$ cat config.mk
export PLATFORM = sky130hd
export DESIGN_NAME = cpu_datapath
export DESIGN_NICKNAME = d
export VERILOG_FILES = /design/src/rtl/cpu_pkg.sv /design/src/rtl/cpu_alu.sv /design/src/rtl/cpu_datapath.sv
export SDC_FILE = /design/constraint.sdc
export NUM_CORES = 1
export LEC_CHECK = 0
export ABC_CLOCK_PERIOD_IN_PS = 4700
export CORE_ASPECT_RATIO = 1.4
export CORE_UTILIZATION = 40
export CTS_CLUSTER_SIZE = 24
export DETAILED_ROUTE_END_ITERATION = 6
export SKIP_LAST_GASP = 1
export SYNTH_ARGS = -nofsm -noshare
export SYNTH_HDL_FRONTEND = slang
export SYNTH_SLANG_ARGS = --single-unit
$ cat constraint.sdc
create_clock -name Clk -period 4.7 [get_ports Clk]
set_clock_uncertainty 0.1 [all_clocks]
set_input_delay 1.175 -clock Clk [delete_from_list [all_inputs] [get_ports Clk]]
set_output_delay 1.175 -clock Clk [all_outputs]
set_load 0.005 [all_outputs]
$ cat src/rtl/cpu_pkg.sv
// -----------------------------------------------------------------------------
// cpu_pkg
// Shared definitions for the accumulator CPU: opcode encodings (also used as
// ALU function codes), accumulator source selects and PC jump source selects.
// Imported by cpu_alu, cpu_datapath and the controller.
// -----------------------------------------------------------------------------
package cpu_pkg;

  localparam int INSTR_W = 8;
  localparam int OPC_W   = 4;
  localparam int OPND_W  = 4;
  localparam int NUM_REGS = 16;

  // Opcodes. ADD/SUB/NOR/SHFL/SHFR double as ALU function codes; every other
  // code makes the ALU pass the accumulator through unchanged.
  typedef enum logic [OPC_W-1:0] {
    NOP  = 4'b0000,
    ADD  = 4'b0001,
    SUB  = 4'b0010,
    NOR  = 4'b0011,
    LDR  = 4'b0100,  // ACC <= R[opnd]
    STR  = 4'b0101,  // R[opnd] <= ACC
    JMPI = 4'b0110,  // PC <= imm
    JMPR = 4'b0111,  // PC <= R[opnd]
    JZ   = 4'b1000,
    JC   = 4'b1001,
    SHFL = 4'b1011,
    SHFR = 4'b1100,
    LDI  = 4'b1101,  // ACC <= imm
    HALT = 4'b1111
  } opcode_e;

  // Accumulator source select.
  typedef enum logic [1:0] {
    ACC_ALU  = 2'b00,
    ACC_REG  = 2'b01,
    ACC_IMM  = 2'b10,
    ACC_HOLD = 2'b11
  } sel_acc_e;

  // Jump source select.
  localparam logic PC_SRC_REG = 1'b0;
  localparam logic PC_SRC_IMM = 1'b1;

endpackage

$ cat src/rtl/cpu_alu.sv
// -----------------------------------------------------------------------------
// cpu_alu
// Purely combinational ALU. a is the register-file operand, b the accumulator.
// Ports:
//   a, b    in  DATA_W : operands
//   SelALU  in  4      : function code (opcode encoding)
//   result  out DATA_W : result, truncated to DATA_W
//   cout    out 1      : carry (ADD), borrow (SUB) or shifted-out bit
// -----------------------------------------------------------------------------
module cpu_alu
  import cpu_pkg::*;
#(
  parameter int DATA_W = 8
) (
  input  logic [DATA_W-1:0] a,
  input  logic [DATA_W-1:0] b,
  input  logic [OPC_W-1:0]  SelALU,
  output logic [DATA_W-1:0] result,
  output logic              cout
);

  // One bit wider so the carry out of the add is kept.
  logic [DATA_W:0] sum;
  assign sum = {1'b0, a} + {1'b0, b};

  // NOTE: every output gets a default before the case so no path leaves it
  // unassigned; otherwise synthesis infers a latch.
  always_comb begin
    result = b;
    cout   = 1'b0;
    case (opcode_e'(SelALU))
      ADD: begin
        result = sum[DATA_W-1:0];
        cout   = sum[DATA_W];
      end
      SUB: begin
        result = a - b;
        cout   = (a < b);
      end
      NOR: begin
        result = ~(a | b);
      end
      SHFR: begin
        result = b >> 1;
        cout   = b[0];
      end
      SHFL: begin
        result = b << 1;
        cout   = b[DATA_W-1];
      end
      default: ;
    endcase
  end

endmodule

$ cat src/rtl/cpu_datapath.sv
// -----------------------------------------------------------------------------
// cpu_datapath
// Execution datapath of the accumulator CPU: PC, IR, ACC, carry flag, a
// 16-entry register file and the ALU. Driven by controller strobes; returns
// Opcode, Z and C to the controller.
// Ports:
//   Clk, CLB      : rising-edge clock, asynchronous active-low clear
//   Instr  in 8   : instruction at address PC (opcode [7:4], operand [3:0])
//   PC     out    : program counter / instruction-memory address
//   LoadIR, IncPC, SelPC, LoadPC, LoadReg, LoadAcc, SelAcc, SelALU : strobes
//   Opcode out 4  : IR[7:4]
//   Z, C   out 1  : accumulator zero, carry/borrow
//   Acc    out    : accumulator value
// -----------------------------------------------------------------------------
module cpu_datapath
  import cpu_pkg::*;
#(
  parameter int DATA_W = 8,
  parameter int PC_W   = 8
) (
  input  logic               Clk,
  input  logic               CLB,
  input  logic [INSTR_W-1:0] Instr,
  output logic [PC_W-1:0]    PC,
  input  logic               LoadIR,
  input  logic               IncPC,
  input  logic               SelPC,
  input  logic               LoadPC,
  input  logic               LoadReg,
  input  logic               LoadAcc,
  input  logic [1:0]         SelAcc,
  input  logic [OPC_W-1:0]   SelALU,
  output logic [OPC_W-1:0]   Opcode,
  output logic               Z,
  output logic               C,
  output logic [DATA_W-1:0]  Acc
);

  logic [PC_W-1:0]    pc_q,  pc_d;
  logic [INSTR_W-1:0] ir_q,  ir_d;
  logic [DATA_W-1:0]  acc_q, acc_d;
  logic               c_q,   c_d;
  logic [DATA_W-1:0]  rf_q [NUM_REGS];
  logic [DATA_W-1:0]  rf_d [NUM_REGS];

  // All operand uses come from the current IR, so a LoadIR in the same cycle
  // as a register/accumulator write only affects the following cycle.
  logic [OPND_W-1:0] opnd;
  logic [DATA_W-1:0] rd_data;
  logic [DATA_W-1:0] alu_result;
  logic              alu_cout;

  assign opnd    = ir_q[OPND_W-1:0];
  assign rd_data = rf_q[opnd];

  cpu_alu #(.DATA_W(DATA_W)) u_alu (
    .a      (rd_data),
    .b      (acc_q),
    .SelALU (SelALU),
    .result (alu_result),
    .cout   (alu_cout)
  );

  always_comb begin
    pc_d  = pc_q;
    ir_d  = ir_q;
    acc_d = acc_q;
    c_d   = c_q;
    rf_d  = rf_q;

    // Jump beats increment.
    if (LoadPC) begin
      pc_d = (SelPC == PC_SRC_IMM) ? PC_W'(opnd) : PC_W'(rd_data);
    end else if (IncPC) begin
      pc_d = pc_q + PC_W'(1);
    end

    if (LoadIR) begin
      ir_d = Instr;
    end

    // Register write takes the old ACC even if ACC is loaded this cycle.
    if (LoadReg) begin
      rf_d[opnd] = acc_q;
    end

    // Only an ALU load touches the carry flag.
    if (LoadAcc) begin
      case (sel_acc_e'(SelAcc))
        ACC_ALU: begin
          acc_d = alu_result;
          c_d   = alu_cout;
        end
        ACC_REG: acc_d = rd_data;
        ACC_IMM: acc_d = DATA_W'(opnd);
        default: ;
      endcase
    end
  end

  // NOTE: state is updated with non-blocking assignments so every flop
  // samples the pre-edge values regardless of statement order.
  always_ff @(posedge Clk or negedge CLB) begin
    if (!CLB) begin
      pc_q  <= '0;
      ir_q  <= '0;
      acc_q <= '0;
      c_q   <= 1'b0;
      // NOTE: the register file is cleared on reset because the CPU
      // architecture defines R[i] = 0 after clear; this keeps it in flops
      // rather than a RAM macro, which is fine at 16 entries.
      for (int i = 0; i < NUM_REGS; i++) begin
        rf_q[i] <= '0;
      end
    end else begin
      pc_q  <= pc_d;
      ir_q  <= ir_d;
      acc_q <= acc_d;
      c_q   <= c_d;
      rf_q  <= rf_d;
    end
  end

  assign PC     = pc_q;
  assign Opcode = ir_q[INSTR_W-1:INSTR_W-OPC_W];
  assign Acc    = acc_q;
  assign Z      = (acc_q == '0);
  assign C      = c_q;

endmodule

==> results by group <==
Clocking
  – Clk buf depth: 2
  – Inserted Clock Buffers: 17
  – Clk slew on worst S/H paths: 0.07 ns
  – H-tree levels: 4
  – Skew-Pair Late Insertion Delay: 0.43 ns
  – Cts hold-fix bufs: 0
  – CTS tree: built
  – # Post-CTS Setup Buffers: 0
  – Clock Tree Root: clkbuf_16
  – CTS resizes: 0
  – Clock Sinks: 153

Floorplanning
  – Core Area: 20400 um^2
  – Die Height: 172 um
  – Initial core utilization: 40.7%
  – Die area: 21300 um^2
  – Io pins: 44
  – Row count: 62
  – Die width: 124 um

Drt
  – Avg Vias per Cell: 5.84
  – DRT Wirelength: 23.8 mm
  – DRC errors left: 0
  – DR iter-0 viols: 343
  – Drt first pass iters: 5
  – Antenna viol nets, final: 0
  – Via count: 5935
  – DR WL/cell: 23.5 um

Synthesis
  – Post-synth EDFFs: 0
  – Post-Synth XOR/XNOR Area: 1.37%
  – Mean Syn Cell Area: 11.6 um^2
  – Synthesis-stage register bit count: 153
  – Instance count of the mapped netlist: 715
  – Post-synthesis mux area share: 22.6%
  – Distinct cells, synth: 65
  – Largest family of logic cells by synthesized area: multiplexers
  – Seq/Total Area, Yosys: 46.1%
  – Adder-cell share of the synthesized area: 5.01%
  – Synth Area in Simple Gates: 9.26%
  – Post-synth ARST share: 100%
  – Mapped cell area: 8300 um^2
  – Post-Syn Nets: 769
  – Synth Area in Compound Gates: 11.2%
  – Main flop type after synthesis: dfrtp_1
  – Yosys warns: 0

Critical path
  – Delay-heaviest family, CP: multiplexers
  – Critical R2R Capture: Acc[5]$_DFFE_PN0P_
  – FF-to-FF path depth: 10
  – Critical path class: reg2reg
  – CP bufs+invs: 1
  – Crit-path max FO: 26
  – CP Cell Sequence: buf_12, mux4_1, mux2_2, mux2i_4, ha_1, nor3_1, nor3_1, o311a_1, a2111oi_0, o31ai_1
  – CP startpoint kind: register
  – Max stage delay on crit path: 0.69 ns
  – Crit. End Element: register
  – R2R setup slack: 0.54 ns
  – CP dominant cell by count: nor3_1
  – Reg2reg start: ir_q[0]$_DFFE_PN0P_
  – Crit path DAT: 4.36 ns
  – Crit path required time: 4.91 ns
  – Max stage delay cell, worst path: dfrtp_2

STA
  – Final hold viol count: 0
  – Tcrit/Tclk final: 88.4%
  – Slew headroom: 29.0%
  – Setup TNS: 0 ns
  – Post-route setup slack: 0.544 ns
  – RSZ-0062 raised after global routing: no
  – Max-slew violation total from the final report: 0
  – Hold slack: 0.372 ns
  – Finish-stage setup viols: 0
  – Worst Tran Pin Value: 1.07 ns
  – Tmin final: 4.16 ns
  – Fmax: 241 MHz

Layout
  – Nets: 802
  – Layout area overhead: 16.1%
  – Layout cells sized above 1: 23.6%
  – N_diodes: 0
  – Fill cells: 1827
  – Most common cell after layout, fill and taps aside: dfrtp_1
  – Fin util: 47.2%
  – Fin cells: 1016
  – Cell area after layout: 9630 um^2
  – Commonest non-fill, non-tap cells in the layout: 151 x dfrtp_1, 91 x mux2_2, 75 x nand2_1

GRT
  – GR Overflow Total: 0
  – Number of global-route vias before repair: 6112
  – GR Util All Layers: 23.8%
  – Largest net degree at the start of global routing: 114
  – First-pass GRT wire length: 36.3 mm
  – Initial antenna violation count: 0

Min path
  – Min-Delay Path Class: reg2reg
  – Hold Path Sink: rf_q[26]$_DFFE_PN0P_
  – Min-delay src: rf_q[26]$_DFFE_PN0P_
  – Hold depth: 2

Placement
  – Post-detail-place hpwl: 16.7 mm
  – Placed Area: 8980 um^2
  – Cell total after placement: 985
  – PortBufs: 43
  – GP Congestion: 0.845
  – Setup Slack @ Placement: 0.578 ns

Power and ir drop
  – PwrDens: 608 nW/um^2
  – VDD IR max: 0.000296 V
  – P_leak: 4.26 nW
  – Power Total: 5.86 mW

Run status
  – Outcome: completed

Job
  – Max cap viols: 0
## cells by family (layout without fill, tap and decap cells)
family | after synthesis | count (layout)
and+or+nand+nor | 163 | 163
DFF | 153 | 153
AOI/OAI and AO/OA | 143 | 143
muxes | 132 | 132
buffers and inverters | 79 | 124
adders and majority gates | 32 | 32
xor gates and xnor gates | 13 | 13
## tightest hold or removal path, stage by stage, from the launching register on
cell and delay, ns:
dfrtp_1 0.34, nand2_1 0.04, o21ai_0 0.06
## registers in the layout, indices dropped and copies added (netlist names)
register / count
rf_q: 128
Acc: 8
PC: 8
ir_q: 8
C: 1
## worst max path at each step
stage | startpoint | endpoint | slack [ns] | depth (start not counted)
after floorplan | ir_q[0]$_DFFE_PN0P_ | C$_DFFE_PN0P_ | 1.19 | 12
after global placement | ir_q[0]$_DFFE_PN0P_ | C$_DFFE_PN0P_ | 0.63 | 12
after detailed placement | ir_q[0]$_DFFE_PN0P_ | C$_DFFE_PN0P_ | 0.58 | 12
after CTS | ir_q[0]$_DFFE_PN0P_ | C$_DFFE_PN0P_ | 0.57 | 12
after global routing | ir_q[0]$_DFFE_PN0P_ | C$_DFFE_PN0P_ | 0.41 | 12
final | ir_q[0]$_DFFE_PN0P_ | Acc[5]$_DFFE_PN0P_ | 0.54 | 10
## Yosys cell counts, types with 5 or more instances
library cell	instances	share of area (%)
a21oi_1	18	1.1
buf_2	8	0.48
clkbuf_1	32	1.4
clkinv_1	7	0.32
dfrtp_1	153	46
ha_1	30	4.5
inv_1	22	1.0
mux2_2	91	12
mux2i_1	9	1.1
mux4_1	11	3.5
mux4_2	20	5.4
nand2_1	75	3.4
nand2b_1	7	0.53
nand3b_1	5	0.45
nand4_1	7	0.53
nor2_1	28	1.3
nor2b_1	9	0.68
nor3_1	9	0.54
o21ai_0	61	3.7
o22ai_1	15	1.1
o31ai_1	6	0.54
xnor2_1	6	0.63
xor2_1	7	0.74
## routing by layer
layer,vias to the layer above,wire (um),track usage (%)
li1,2646,-,-
met1,3049,9380,27.5
met2,178,12300,40.8
met3,62,799,3.56
met4,0,1370,15.3
met5,-,0,0
## where the power goes
part | switching (mW) | internal [mW] | leakage (nW) | total [mW]
Combinational | 1.10 | 1.03 | 1.96 | 2.13
Clock | 0.546 | 0.992 | 0.305 | 1.54
Sequential | 0.359 | 1.83 | 2.00 | 2.19
Total | 2.01 | 3.85 | 4.26 | 5.86
## cell type report
class,count,area [um^2],share of cell area (%)
Sequential cell,153,3830,39.8
Tap cell,256,320,3.33
Inverter,30,113,1.17
Clock buffer,19,433,4.49
Clock inverter,12,224,2.32
Multi-Input combinational cell,483,4110,42.6
Timing Repair Buffer,63,607,6.30
Note: power is estimated with default switching activity, not from simulation.
